### config.mk
export PLATFORM = sky130hd
export DESIGN_NAME = branch_predict_ctrl
export DESIGN_NICKNAME = d
export VERILOG_FILES = /design/src/rtl/branch_predict_ctrl.sv
export SDC_FILE = /design/constraint.sdc
export NUM_CORES = 1
export LEC_CHECK = 0
export CAP_MARGIN = 20
export CELL_PAD_IN_SITES_DETAIL_PLACEMENT = 1
export CELL_PAD_IN_SITES_GLOBAL_PLACEMENT = 2
export CORE_ASPECT_RATIO = 1.75
export CORE_MARGIN = 1.5
export CORE_UTILIZATION = 25
export CTS_CLUSTER_SIZE = 40
export DETAILED_ROUTE_END_ITERATION = 16
export HOLD_SLACK_MARGIN = 0.15
export PLACE_DENSITY_LB_ADDON = 0.2
export SKIP_CTS_REPAIR_TIMING = 1
export SLEW_MARGIN = 20
export SYNTH_ARGS = -nofsm -noshare
export SYNTH_HDL_FRONTEND = slang
export SYNTH_SLANG_ARGS = --single-unit
### constraint.sdc
create_clock -name clk -period 4.1 [get_ports clk]
set_clock_uncertainty 0.2 [all_clocks]
set_input_delay 0.41 -clock clk [delete_from_list [all_inputs] [get_ports clk]]
set_output_delay 0.41 -clock clk [all_outputs]
set_load 0.02 [all_outputs]
### src/rtl/branch_predict_ctrl.sv
// branch_predict_ctrl: 2-bit BHT branch predictor with registered mispredict flush/redirect.
// Optional return-address stack selected by macro RAS_RETURN_PREDICT_EN.
module branch_predict_ctrl #(
  parameter int BHT_DEPTH = 16,
  parameter int RAS_DEPTH = 4
) (
  input  logic        clk,
  input  logic        rst,
  input  logic        if_valid,
  input  logic [31:0] if_pc,
  input  logic        if_jal,
  input  logic        if_jalr,
  input  logic        if_B_type,
  input  logic [31:0] if_imme,
  input  logic [4:0]  if_rs1,
  input  logic [4:0]  if_rd,
  input  logic        stall,
  output logic        pred_taken,
  output logic [31:0] pred_target,
  input  logic        ex_valid,
  input  logic        ex_branch,
  input  logic [31:0] ex_pc,
  input  logic        ex_taken,
  input  logic [31:0] ex_target,
  input  logic        ex_pred_taken,
  input  logic [31:0] ex_pred_target,
  output logic        flush,
  output logic [31:0] redirect_pc
);
  localparam int IW = $clog2(BHT_DEPTH);
  typedef enum logic {NORMAL, FLUSH} state_t;
  state_t r_state, w_next;
  logic [1:0] r_bht [BHT_DEPTH];
  logic [31:0] r_redirect;
  logic [IW-1:0] w_if_idx, w_ex_idx;
  logic [1:0] w_ctr, w_ctr_nxt;
  logic w_act, w_mis, w_upd_en, w_ras_hit;
  logic [31:0] w_ras_top;
  assign w_if_idx = if_pc[IW+1:2];
  assign w_ex_idx = ex_pc[IW+1:2];
  assign w_act = if_valid & (r_state == NORMAL);
  assign w_mis = (r_state == NORMAL) & ex_valid &
                 ((ex_taken != ex_pred_taken) | (ex_taken & (ex_target != ex_pred_target)));
  assign w_upd_en = (r_state == NORMAL) & ex_valid & ex_branch;
  assign w_ctr = r_bht[w_ex_idx];
  assign w_ctr_nxt = ex_taken ? ((w_ctr == 2'd3) ? w_ctr : w_ctr + 2'd1)
                              : ((w_ctr == 2'd0) ? w_ctr : w_ctr - 2'd1);
  always_comb begin
    w_next = w_mis ? FLUSH : NORMAL;
  end
  always_ff @(posedge clk) begin
    if (rst) begin
      r_state <= NORMAL;
      r_redirect <= '0;
      for (int i = 0; i < BHT_DEPTH; i++) r_bht[i] <= 2'b01;
    end else begin
      r_state <= w_next;
      if (w_mis) r_redirect <= ex_taken ? ex_target : ex_pc + 32'd4;
      if (w_upd_en) r_bht[w_ex_idx] <= w_ctr_nxt;
    end
  end
  // IF reads the pre-update counter; no bypass from the EX write
  assign pred_taken = w_act & (if_jal | w_ras_hit | (if_B_type & r_bht[w_if_idx][1]));
  assign pred_target = !pred_taken ? if_pc + 32'd4 :
                       (!if_jal && w_ras_hit) ? w_ras_top : if_pc + if_imme;
  assign flush = (r_state == FLUSH);
  assign redirect_pc = r_redirect;
`ifdef RAS_RETURN_PREDICT_EN
  localparam int RW = $clog2(RAS_DEPTH);
  logic [31:0] r_ras [RAS_DEPTH];
  logic [RW-1:0] r_ras_ptr;
  logic [RW:0] r_ras_cnt;
  logic w_push, w_pop;
  assign w_ras_hit = if_jalr & ((if_rs1 == 5'd1) | (if_rs1 == 5'd5)) & (if_rd == 5'd0) & (r_ras_cnt != '0);
  assign w_ras_top = r_ras[r_ras_ptr - RW'(1)];
  assign w_push = w_act & ~stall & if_jal & ((if_rd == 5'd1) | (if_rd == 5'd5));
  assign w_pop = w_act & ~stall & ~if_jal & w_ras_hit;
  // circular stack: a push when full silently overwrites the oldest entry
  always_ff @(posedge clk) begin
    if (rst) begin
      r_ras_ptr <= '0;
      r_ras_cnt <= '0;
    end else if (w_push) begin
      r_ras_ptr <= r_ras_ptr + RW'(1);
      r_ras_cnt <= (r_ras_cnt == (RW+1)'(RAS_DEPTH)) ? r_ras_cnt : r_ras_cnt + (RW+1)'(1);
    end else if (w_pop) begin
      r_ras_ptr <= r_ras_ptr - RW'(1);
      r_ras_cnt <= r_ras_cnt - (RW+1)'(1);
    end
  end
  always_ff @(posedge clk) begin
    if (!rst && w_push) r_ras[r_ras_ptr] <= if_pc + 32'd4;
  end
`else
  logic w_unused;
  assign w_unused = ^{stall, if_jalr, if_rs1, if_rd};
  assign w_ras_hit = 1'b0;
  assign w_ras_top = '0;
`endif
endmodule

== Word-level counts from Yosys, hierarchy flattened ==
Memory sizes are Yosys's and may differ from the RTL's.
Cells that the tools add are included.

* Add/sub/neg operators: 5
* Equality and inequality tests: 3
* Mux-type cells: 14
* Bitwise gates (word level): 10
* Reduce and logical (&&, ||, !) cells: 2

{| class="wikitable"
|+ Operators with widths
! operator !! number
|-
| $add 32x3->32 const B || 2
|-
| $mux 32 || 2
|-
| $add 32x32->32 || 1
|-
| $ne 32x32->1 || 1
|-
| $mux 2 || 4
|-
| $and 1x1->1 || 7
|-
| $mux 1 || 7
|-
| $mux 4 || 1
|-
| $add 2x1->2 const B || 1
|-
| $eq 2x2->1 const B || 1
|-
| $logic_not 2->1 || 1
|-
| $or 1x1->1 || 2
|-
| $reduce_or 2->1 || 1
|-
| $sub 2x1->2 const B || 1
|-
| $ne 1x1->1 || 1
|-
| $not 1->1 || 1
|}

* Bits in registers: 33
* Memory bits (writable): 32
* Input bits: 181
* Output and inout port bits: 66
* Word-level logic and storage cells: 37
* Memories kept: 1

{| class="wikitable"
|+ Memory list
! memory !! depth !! width !! rd ports !! clocked after Yosys merged registers in !! write ports !! line !! source
|-
| r_bht || 16 || 2 || 2 || 0 || 16 || 33 || <nowiki>logic [1:0] r_bht [BHT_DEPTH];</nowiki>
|}

== Depth between registers and ports, before layout ==
Gate-level depths: netlist (run 1).

* Depth in word-level cells: 8
* Depth in mapped cells: 10
* Gate-level depth less buffers: 10

== Worst setup path after synthesis (run 1) ==
No wires, ideal clock.

* Path kind: in2out
* Start: input port if_pc[0]
* End: output port pred_target[28]
* Arrival time: 2.855 ns
* Data required time: 3.490 ns
* Path slack: 0.635 ns
* Cell stages on the path: 10
* Path buffers: 0
* Cells stage by stage: ha_1 > fa_1 > a21oi_1 > o21ai_0 > or2_2 > a21o_1 > a222oi_1 > a41oi_1 > xnor2_1 > mux2i_1

* Longest elaborated chain between the ends: 2
* Elaborated cells on any way between the ends: 3
* Those cells by class: add/sub (2); mux (1)

{| class="wikitable"
|+ Ends and longest elaborated chain
! what !! line !! source
|-
| start, declared || 10 || <nowiki>input logic [31:0] if_pc,</nowiki>
|-
| $add 32x3->32 / $add 32x32->32 (equally long branches) || 64, 65 ||
|-
| $mux 32 (*) || 64 || <nowiki>assign pred_target = !pred_taken ? if_pc + 32'd4 :</nowiki>
|-
| end, declared || 19 || <nowiki>output logic [31:0] pred_target,</nowiki>
|}

Every way passes the cells marked *; elsewhere a longest branch is shown, timed or not.

== Final worst setup path (run 1) ==
* Start: input port if_pc[2]
* End: output port pred_target[4]

* Longest elaborated chain between the ends: 5
* Elaborated cells on any way between the ends: 7
* Those cells by class: add/sub (2); mux (1); bitwise (3); memory (1)

{| class="wikitable"
|+ Ends and longest elaborated chain
! what !! line
|-
| parallel branches: the longest is 4 deep, another holds $add 32x3->32 || --
|-
| $mux 32 (*) || 64
|}

Mark *: on every way between the ends.

==> results of run 1 <==
==> layer usage <==
metal,vias to the layer above,share of wire [%],global-route usage (%)
met4,0,5.1,11.5
li1,3686,-,-
met1,3473,33,18.7
met3,53,4.4,3.63
met5,-,0,0
met2,216,57,42.8
==> power by group through the flow <==
stage | Sequential, uW | Combinational [uW] | Clock [uW]
4_1_cts | 725 | 1220 | 738
2_1_floorplan | 761 | 544 | 0
5_1_grt | 729 | 1300 | 757
3_5_place_dp | 739 | 1210 | 0
3_3_place_gp | 738 | 1200 | 0
6_report | 725 | 1200 | 708
==> through the flow <==
step | instances | utilization [%]
3_3_place_gp | 1485 | 38.6
2_1_floorplan | 849 | -
6_report | 1506 | 39.9
3_5_place_dp | 1485 | 38.6
5_1_grt | 1506 | 39.9
4_1_cts | 1500 | 39.6
==> registers in the layout, indices dropped and copies added (netlist names) <==
register     cells
flush            1
r_bht           32
redirect_pc     32
==> worst max-delay path, cell delays in order <==
cell and delay, ns:
clkdlybuf4s50_1 0.49, buf_4 0.24, mux4_2 0.52, nor2b_1 0.12, o41a_1 0.25, o41ai_4 0.16
buf_4 0.17, buf_12 0.14, o21ai_0 0.22, clkdlybuf4s50_1 0.64
==> worst min-delay path by stage <==
stage | startpoint | to | cells after the start
after global routing | redirect_pc[26] | redirect_pc[26] | 2
after detailed placement | redirect_pc[19] | redirect_pc[19] | 2
after global placement | redirect_pc[8] | redirect_pc[8] | 2
after floorplan | redirect_pc[11] | redirect_pc[11] | 2
final | redirect_pc[19] | redirect_pc[19] | 2
after CTS | redirect_pc[19] | redirect_pc[19] | 2
==> cell type report <==
cell class                      instances  area [um2]
Fill cell                            3208       16000
Multi-Input combinational cell        720        4910
Timing Repair Buffer                  365        3390
Sequential cell                        65        1620
Tap cell                              324         405
Clock buffer                            9         225
Inverter                               16        60.1
Clock inverter                          6        45.0
Antenna cell                            1        2.50
==> kinds of logic after synthesis <==
group | after synthesis
compound gates | 153
simple gates | 359
xor+xnor | 114
fa+ha+maj | 39
mux | 55
flops | 65
buf+inv | 64
==> layout by cell type (no fill, tap or decap), types with 20 or more instances in the layout <==
cell and n:
xor2_1 63, ha_1 35, a21oi_1 46, buf_4 129
xnor2_1 51, nor2_1 93, nand3_1 46, nand2_1 107
mux2i_1 43, nand2b_1 20, dfxtp_1 33, nand4_1 23
clkdlybuf4s50_1 211, edfxtp_1 32, o21ai_0 53
==> flow_metrics.py, run 1 <==
metrics = {
    "run_status": {
        "outcome": "finished, final reports clean",
    },
    "worst_setup_path": {
        "crit_path_start": "if_pc[2]",
        "r2r-end": "r_bht[1][0]",
        "setup.worst_path.end": "pred_target[4]",
        "criticalPathCategory": "in2out",
        "cp.required_ns": 3.49,
        "r2r_start": "r_bht[11][1]",
        "worstPathMaxFanout": 22,
        "r2r_slack_ns": 1.60,
        "critPathLaunchType": "input pin",
        "cp.arrival_ns": 3.40,
        "cp-end-kind": "output pin",
        "r2r_cells": 5,
    },
    "drt": {
        "drc": 0,
        "routed_via_density": 4.93,
        "dr.pass1.iters": 5,
        "wl_per_cell_um": 19.6,
        "ant_nets": 0,
        "drt-total-wl_um": 29600,
        "drtIter0Drc": 280,
        "vias": 7428,
    },
    "clocking": {
        "cts_num_sinks": 65,
        "cts_tree": "done",
        "clk_latency_ns": 0.35,
        "clk_pin_slew_ns": 0.05,
        "h-tree-depth": 3,
        "cts_made_buffers": 9,
        "cts_buffer_depth": 2,
        "cts-root-buf": "clkbuf_16",
    },
    "synthesis": {
        "yosys_warnings": 0,
        "yosysMostFrequentCell": "nand2_1",
        "synth-edff-count": 32,
        "synth_area_leaders": "edfxtp_1 14%, dfxtp_1 9.7%, xor2_1 8.1%, ha_1 6.6%, xnor2_1 6.6%",
        "synth_top_area_cell": "edfxtp_1",
        "syn_nets": 1067,
        "synth_area_um2": 6790,
        "synth_mux_area_share_pct": 10.1,
        "synth_seq_cells": 65,
        "synthXorXnorAreaFrac_pct": 14.7,
        "synth_commonest_cells": "107 x nand2_1, 93 x nor2_1, 63 x xor2_1",
        "synth_top_family_by_area": "simple AND/OR/NAND/NOR gates",
        "synth-simple-area-share_pct": 25.5,
        "synth_compound_area_share_pct": 14.1,
        "synth_cells": 849,
        "synth_ff_type": "dfxtp_1",
        "synth_top_area_share_pct": 14.1,
        "synthAdderAreaFrac_pct": 7.24,
        "yosysUniqueCellTypes": 67,
        "syn_avg_cell_area_um2": 8.00,
        "ys_seq_area_share_pct": 23.9,
        "synthArstFlopShare_pct": 0,
    },
    "grt": {
        "grt_pass1_wl_um": 44600,
        "grt_max_degree": 63,
        "grt_pass1_vias": 8100,
        "grt_antenna_before_repair": 1,
        "grt_overflow": 0,
        "grt_usage_pct": 21.0,
    },
    "pwr": {
        "p_clk_share_pct": 26.9,
        "share_comb_of_total_power_pct": 45.6,
        "finalPower_uw": 2630,
        "p_switching_uw": 915,
        "p_leak_uw": 0.00427,
        "ir_drop_uv": 195,
        "swShare_pct": 34.8,
        "power_density_nw_per_um2": 247,
        "seqPwrFrac_pct": 27.5,
        "internal_power_uw": 1720,
    },
    "die": {
        "die-area_um2": 28200,
        "design.portCount": 247,
        "start_util_pct": 25.5,
        "core-area_um2": 26700,
        "fp.dieH_um": 221,
        "std_cell_rows": 79,
        "die_w_um": 128,
    },
    "timing": {
        "clock.fmax_mhz": 250,
        "hold_viol_final": 0,
        "setup_tns_ns": 0,
        "maxSlewHeadroom_pct": 52.1,
        "drv_slew": 0,
        "min_period_ns": 4.01,
        "rsz0062_at_grt": "true",
        "worst_slack_ns": 0.0937,
        "hold_ws_ns": 0.293,
        "period_share_pct": 97.7,
        "finalSetupViolations": 0,
        "worst_pin_slew_ns": 0.716,
    },
    "layout": {
        "final_area_um2": 10700,
        "fin_nets": 1395,
        "area_delta_synth_final_pct": 56.9,
        "drive_gt1_share_pct": 15.7,
    },
    "placed_design": {
        "pre_cts_ws_ns": -0.504,
        "place_congestion": 0.891,
        "detailed_place_hpwl_um": 25200,
        "placed_cell_area_um2": 10300,
        "io_buffers": 234,
    },
    "job": {
        "drv_cap": 0,
    },
    "hold_path": {
        "min_path_type": "reg2reg",
    },
}
No activity file was read; power rests on OpenSTA's default activity.
==> run 2: changes to the inputs <==
==> constraint.sdc (replaced) <==
create_clock -name clk -period 4 [get_ports clk]
set_clock_uncertainty 0.2 [all_clocks]
set_input_delay 0.4 -clock clk [delete_from_list [all_inputs] [get_ports clk]]
set_output_delay 0.4 -clock clk [all_outputs]
set_load 0.02 [all_outputs]
==> run 2 against run 1 <==
- sequential cell count did not move
- combinational power rose by 3%
- die area did not move
- design area rose by 0.26%
- worst setup slack improved by 0.035 ns
- non-clock buffer count rose by 6
- via count rose by 1.5%
- final cell count rose by 0.46%
- largest power group unchanged
==> flow_metrics.py, run 2 (synthesis gave the netlist of run 1 again) <==
metrics = {
    "pwr": {
        "p_leak_uw": 0.00426,
        "p_clk_share_pct": 28.2,
        "ir_drop_uv": 208,
        "power_density_nw_per_um2": 259,
        "swShare_pct": 35.8,
        "internal_power_uw": 1770,
        "seqPwrFrac_pct": 26.9,
        "p_switching_uw": 989,
        "share_comb_of_total_power_pct": 44.9,
    },
    "die": {
        "die-area_um2": 28200,
        "start_util_pct": 25.5,
        "core-area_um2": 26700,
        "fp.dieH_um": 221,
        "die_w_um": 128,
        "std_cell_rows": 79,
        "design.portCount": 247,
    },
    "hold_path": {
        "worstHoldEndpoint": "redirect_pc[22]",
        "min-delay-start": "redirect_pc[22]",
        "worstHoldPathCells": 2,
        "min_path_type": "reg2reg",
    },
    "drt": {
        "drt-total-wl_um": 30200,
        "dr.pass1.iters": 5,
        "vias": 7538,
        "drtIter0Drc": 292,
        "wl_per_cell_um": 20.0,
        "ant_nets": 0,
        "drc": 0,
        "routed_via_density": 4.98,
    },
    "worst_setup_path": {
        "r2r_cells": 5,
        "r2r-end": "r_bht[2][0]",
        "cp.arrival_ns": 3.27,
        "worstPathMaxFanout": 2,
        "critPathLaunchType": "input pin",
        "criticalPathCategory": "in2out",
        "cp.required_ns": 3.40,
        "r2r_start": "r_bht[11][1]",
        "cp-end-kind": "output pin",
        "r2r_slack_ns": 1.50,
    },
    "job": {
        "drv_cap": 0,
    },
    "layout": {
        "final_common_cell": "clkdlybuf4s50_1",
        "final_cells": 1513,
        "drive_gt1_share_pct": 16.8,
        "nFillCells": 3186,
        "final_cell_mix": "210 x clkdlybuf4s50_1, 138 x buf_4, 107 x nand2_1",
        "fin_nets": 1401,
        "final_area_um2": 10700,
        "area_delta_synth_final_pct": 57.3,
        "multi_input_area_um2": 4930,
        "register_area_um2": 1620,
    },
    "timing": {
        "clock.fmax_mhz": 258,
        "hold_viol_final": 0,
        "worst_pin_slew_ns": 0.659,
        "rsz0062_at_grt": "true",
        "maxSlewHeadroom_pct": 55.5,
        "period_share_pct": 96.8,
        "setup_tns_ns": 0,
        "drv_slew": 0,
        "min_period_ns": 3.87,
        "finalSetupViolations": 0,
    },
    "clocking": {
        "cts_made_buffers": 9,
        "h-tree-depth": 3,
        "cts_tree": "done",
        "clk_pin_slew_ns": 0.06,
        "cts_buffer_depth": 2,
        "cts_num_sinks": 65,
        "cts-root-buf": "clkbuf_16",
        "clk_latency_ns": 0.35,
    },
    "placed_design": {
        "placed_cell_area_um2": 10300,
        "detailed_place_hpwl_um": 25600,
        "io_buffers": 234,
        "dpl.cell_count": 1490,
        "place_congestion": 0.956,
    },
    "grt": {
        "grt_overflow": 0,
        "grt_usage_pct": 21.4,
        "grt_antenna_before_repair": 2,
        "grt_pass1_vias": 8109,
        "grt_pass1_wl_um": 45400,
        "grt_max_degree": 50,
    },
    "run_status": {
        "outcome": "finished, final reports clean",
    },
}
==> run 2: cell count changes in the layout (fill, tap and decap cells not counted), sizes merged <==
| cell | before | now |
|---|---|---|
| buf | 136 | 144 |
| clkbuf | 11 | 13 |
| clkdlybuf4s50 | 211 | 210 |
| clkinv | 2 | 0 |
| dlymetal6s2s | 16 | 13 |
| inv | 17 | 20 |
==> run 2: worst max-delay path: stages <==
cell,delay (ns)
clkdlybuf4s50_1,0.43
ha_2,0.21
fa_2,0.35
a21oi_2,0.18
o21ai_1,0.10
or2_2,0.29
a21o_1,0.18
a222oi_1,0.32
buf_4,0.19
a41oi_1,0.13
xnor2_1,0.16
mux2i_1,0.15
buf_4,0.16
==> run 2: layout make-up <==
cell class                 instances  share of cell area [%]
antenna                            1                  0.0234
clock buffer                       9                    2.11
clock inverter                     7                   0.562
inverter                          16                   0.562
multi-input combinational        720                    46.2
sequential                        65                    15.2
tap                              324                    3.79
timing repair buffer             371                    31.6
==> run 2: worst max-delay path by stage <==
stage          depth (start not counted)  startpoint               to
4_1_cts                               13    if_pc[0]  pred_target[28]
2_1_floorplan                         10    if_pc[0]  pred_target[28]
3_3_place_gp                          13    if_pc[0]  pred_target[28]
6_report                              13    if_pc[0]  pred_target[28]
3_5_place_dp                          13    if_pc[0]  pred_target[28]
5_1_grt                               13    if_pc[0]  pred_target[28]
==> run 2: power groups by stage <==
stage / Clock (uW) / Combinational, uW / Sequential (uW)
after global routing: 824 / 1340 / 747
final: 780 / 1240 / 743
after global placement: 0 / 1240 / 756
after CTS: 799 / 1250 / 744
after detailed placement: 0 / 1240 / 758
after floorplan: 0 / 558 / 780
==> run 2: stage by stage <==
stage               hold slack (ns)  worst slack (ns)  power (uW)  util (%)
CTS                           0.303            -0.528        2790      39.7
global placement              0.272            -0.479        1990      38.6
global route                  0.323           -0.0590        2910      40.0
finish                        0.299             0.129        2760      40.0
detailed placement            0.287            -0.511        2000      38.6
floorplan                     0.383             0.555        1340         -
==> run 2: routing by layer <==
metal	track usage (%)	wire length, um	vias to the layer above
met3	4.35	1530	57
met4	10.4	1440	2
li1	-	-	3704
met2	44.2	17500	232
met1	18.7	9710	3543
met5	0	12	-
==> run 3: changes to the inputs <==
--- a/config.mk
+++ b/config.mk
@@ -10,7 +10,7 @@
 export CELL_PAD_IN_SITES_GLOBAL_PLACEMENT = 2
 export CORE_ASPECT_RATIO = 1.75
 export CORE_MARGIN = 1.5
-export CORE_UTILIZATION = 25
+export CORE_UTILIZATION = 27
 export CTS_CLUSTER_SIZE = 40
 export DETAILED_ROUTE_END_ITERATION = 16
 export HOLD_SLACK_MARGIN = 0.15
==> constraint.sdc (replaced) <==
create_clock -name clk -period 4.95 [get_ports clk]
set_clock_uncertainty 0.2 [all_clocks]
set_input_delay 0.495 -clock clk [delete_from_list [all_inputs] [get_ports clk]]
set_output_delay 0.495 -clock clk [all_outputs]
set_load 0.02 [all_outputs]
==> run 3 against run 2 <==
- sequential power is 19% lower
- critical path depth down 3
- sequential share of layout area up 1.3 points
- utilization down 0.080 points
- via count shrank 6.2%
- largest cell class unchanged
- worst setup slack improved by 0.076 ns
- critical endpoint is now pred_target[27]
- register-to-register slack improved by 0.76 ns
==> flow_metrics.py, run 3 (synthesis gave the netlist of run 1 again) <==
metrics = {
    "run_status": {
        "outcome": "finished, final reports clean",
    },
    "placed_design": {
        "io_buffers": 234,
        "detailed_place_hpwl_um": 23100,
        "place_congestion": 0.826,
        "dpl.cell_count": 1377,
    },
    "worst_setup_path": {
        "crit_top_cell": "clkdlybuf4s50_1",
        "cp.arrival_ns": 4.05,
        "crit_buf_inv": 2,
        "worstPathMaxFanout": 8,
        "criticalPathCategory": "in2out",
        "cp.required_ns": 4.26,
        "critPathLaunchType": "input pin",
        "cp_slowest_stage_delay_ns": 0.68,
        "slowest_stage": "clkdlybuf4s50_1",
        "crit_chain": "clkdlybuf4s50_1, ha_1, a21boi_0, a221oi_2, nor3_1, nor2_1, o41a_1, xnor2_1, a21oi_1, clkdlybuf4s50_1",
        "cpLargestDelayFamily": "buffers and inverters",
        "cp-end-kind": "output pin",
    },
    "timing": {
        "hold_viol_final": 0,
        "setup_tns_ns": 0,
        "min_period_ns": 4.74,
        "rsz0062_at_grt": "false",
        "drv_slew": 0,
        "maxSlewHeadroom_pct": 45.0,
        "clock.fmax_mhz": 211,
        "period_share_pct": 95.9,
        "finalSetupViolations": 0,
        "worst_pin_slew_ns": 0.822,
    },
    "clocking": {
        "clk_pin_slew_ns": 0.05,
        "h-tree-depth": 3,
        "cts_num_sinks": 65,
        "cts_buffer_depth": 2,
        "cts-root-buf": "clkbuf_16",
        "clk_latency_ns": 0.34,
        "cts_made_buffers": 9,
        "cts_tree": "done",
    },
    "layout": {
        "drive_gt1_share_pct": 6.93,
        "area_delta_synth_final_pct": 44.9,
        "final_common_cell": "clkdlybuf4s50_1",
        "final_cells": 1396,
        "fin_nets": 1296,
        "final_cell_mix": "230 x clkdlybuf4s50_1, 107 x nand2_1, 93 x nor2_1",
    },
    "drt": {
        "dr.pass1.iters": 4,
        "drt-total-wl_um": 27400,
        "drtIter0Drc": 217,
        "wl_per_cell_um": 19.6,
        "vias": 7073,
        "ant_nets": 0,
        "routed_via_density": 5.07,
        "drc": 0,
    },
    "pwr": {
        "ir_drop_uv": 166,
        "p_leak_uw": 0.00366,
        "finalPower_uw": 2140,
        "power_density_nw_per_um2": 218,
    },
    "grt": {
        "grt_usage_pct": 21.0,
        "grt_max_degree": 64,
        "grt_antenna_before_repair": 1,
        "grt_pass1_wl_um": 41000,
        "grt_overflow": 0,
        "grt_pass1_vias": 7511,
    },
    "job": {
        "drv_cap": 0,
    },
    "die": {
        "start_util_pct": 27.6,
        "fp.dieH_um": 213,
        "core-area_um2": 24600,
        "die-area_um2": 26200,
        "std_cell_rows": 76,
        "design.portCount": 247,
        "die_w_um": 123,
    },
    "hold_path": {
        "min_path_type": "reg2reg",
    },
}
run 3: final timing paths:
path	from	endpoint	slack, ns	depth (start not counted)
hold / removal	redirect_pc[18]	redirect_pc[18]	0.29	2
setup reg to reg	r_bht[2][1]	r_bht[15][1]	2.26	5
setup / recovery	if_pc[3]	pred_target[27]	0.21	10
hold reg to reg	redirect_pc[18]	redirect_pc[18]	0.29	2
run 3: per-layer routing:
layer  wire, um  vias up  GRT usage [%]
met3       1340       36           3.55
met1       9350     3331           19.9
met2      15800      213           43.0
met5          0        -              0
met4        933        0           8.14
li1           -     3493              -
run 3: where the power goes:
group	switching, uW	internal [uW]
combinational	465	424
sequential	13.3	587
clock	258	394
total	736	1410
run 3: area by class of cell:
cell class | count | area (um2)
diodes | 1 | 2.50
clock buffers | 9 | 225
clock inverters | 7 | 76.3
fillers | 2926 | 14800
inverters | 16 | 60.1
multi-input cells | 720 | 4890
flip-flops and latches | 65 | 1620
well taps | 312 | 390
repair buffers | 266 | 2580
run 3: worst min-delay path: cells and delay by family (launching register included):
family	cells	cell delay, ns
flops	1	0.32
mux	1	0.06
simple gates	1	0.07
run 3: per-stage QoR:
stage | worst slack (ns) | util (%) | cell area (um2) | hold WS, ns
after floorplan | 1.31 | - | 6790 | 0.383
after global placement | 0.131 | 38.7 | 9520 | 0.274
after detailed placement | 0.102 | 38.7 | 9520 | 0.286
after CTS | 0.0915 | 39.9 | 9820 | 0.304
after global routing | 0.0285 | 40.0 | 9840 | 0.329
final | 0.205 | 40.0 | 9840 | 0.293
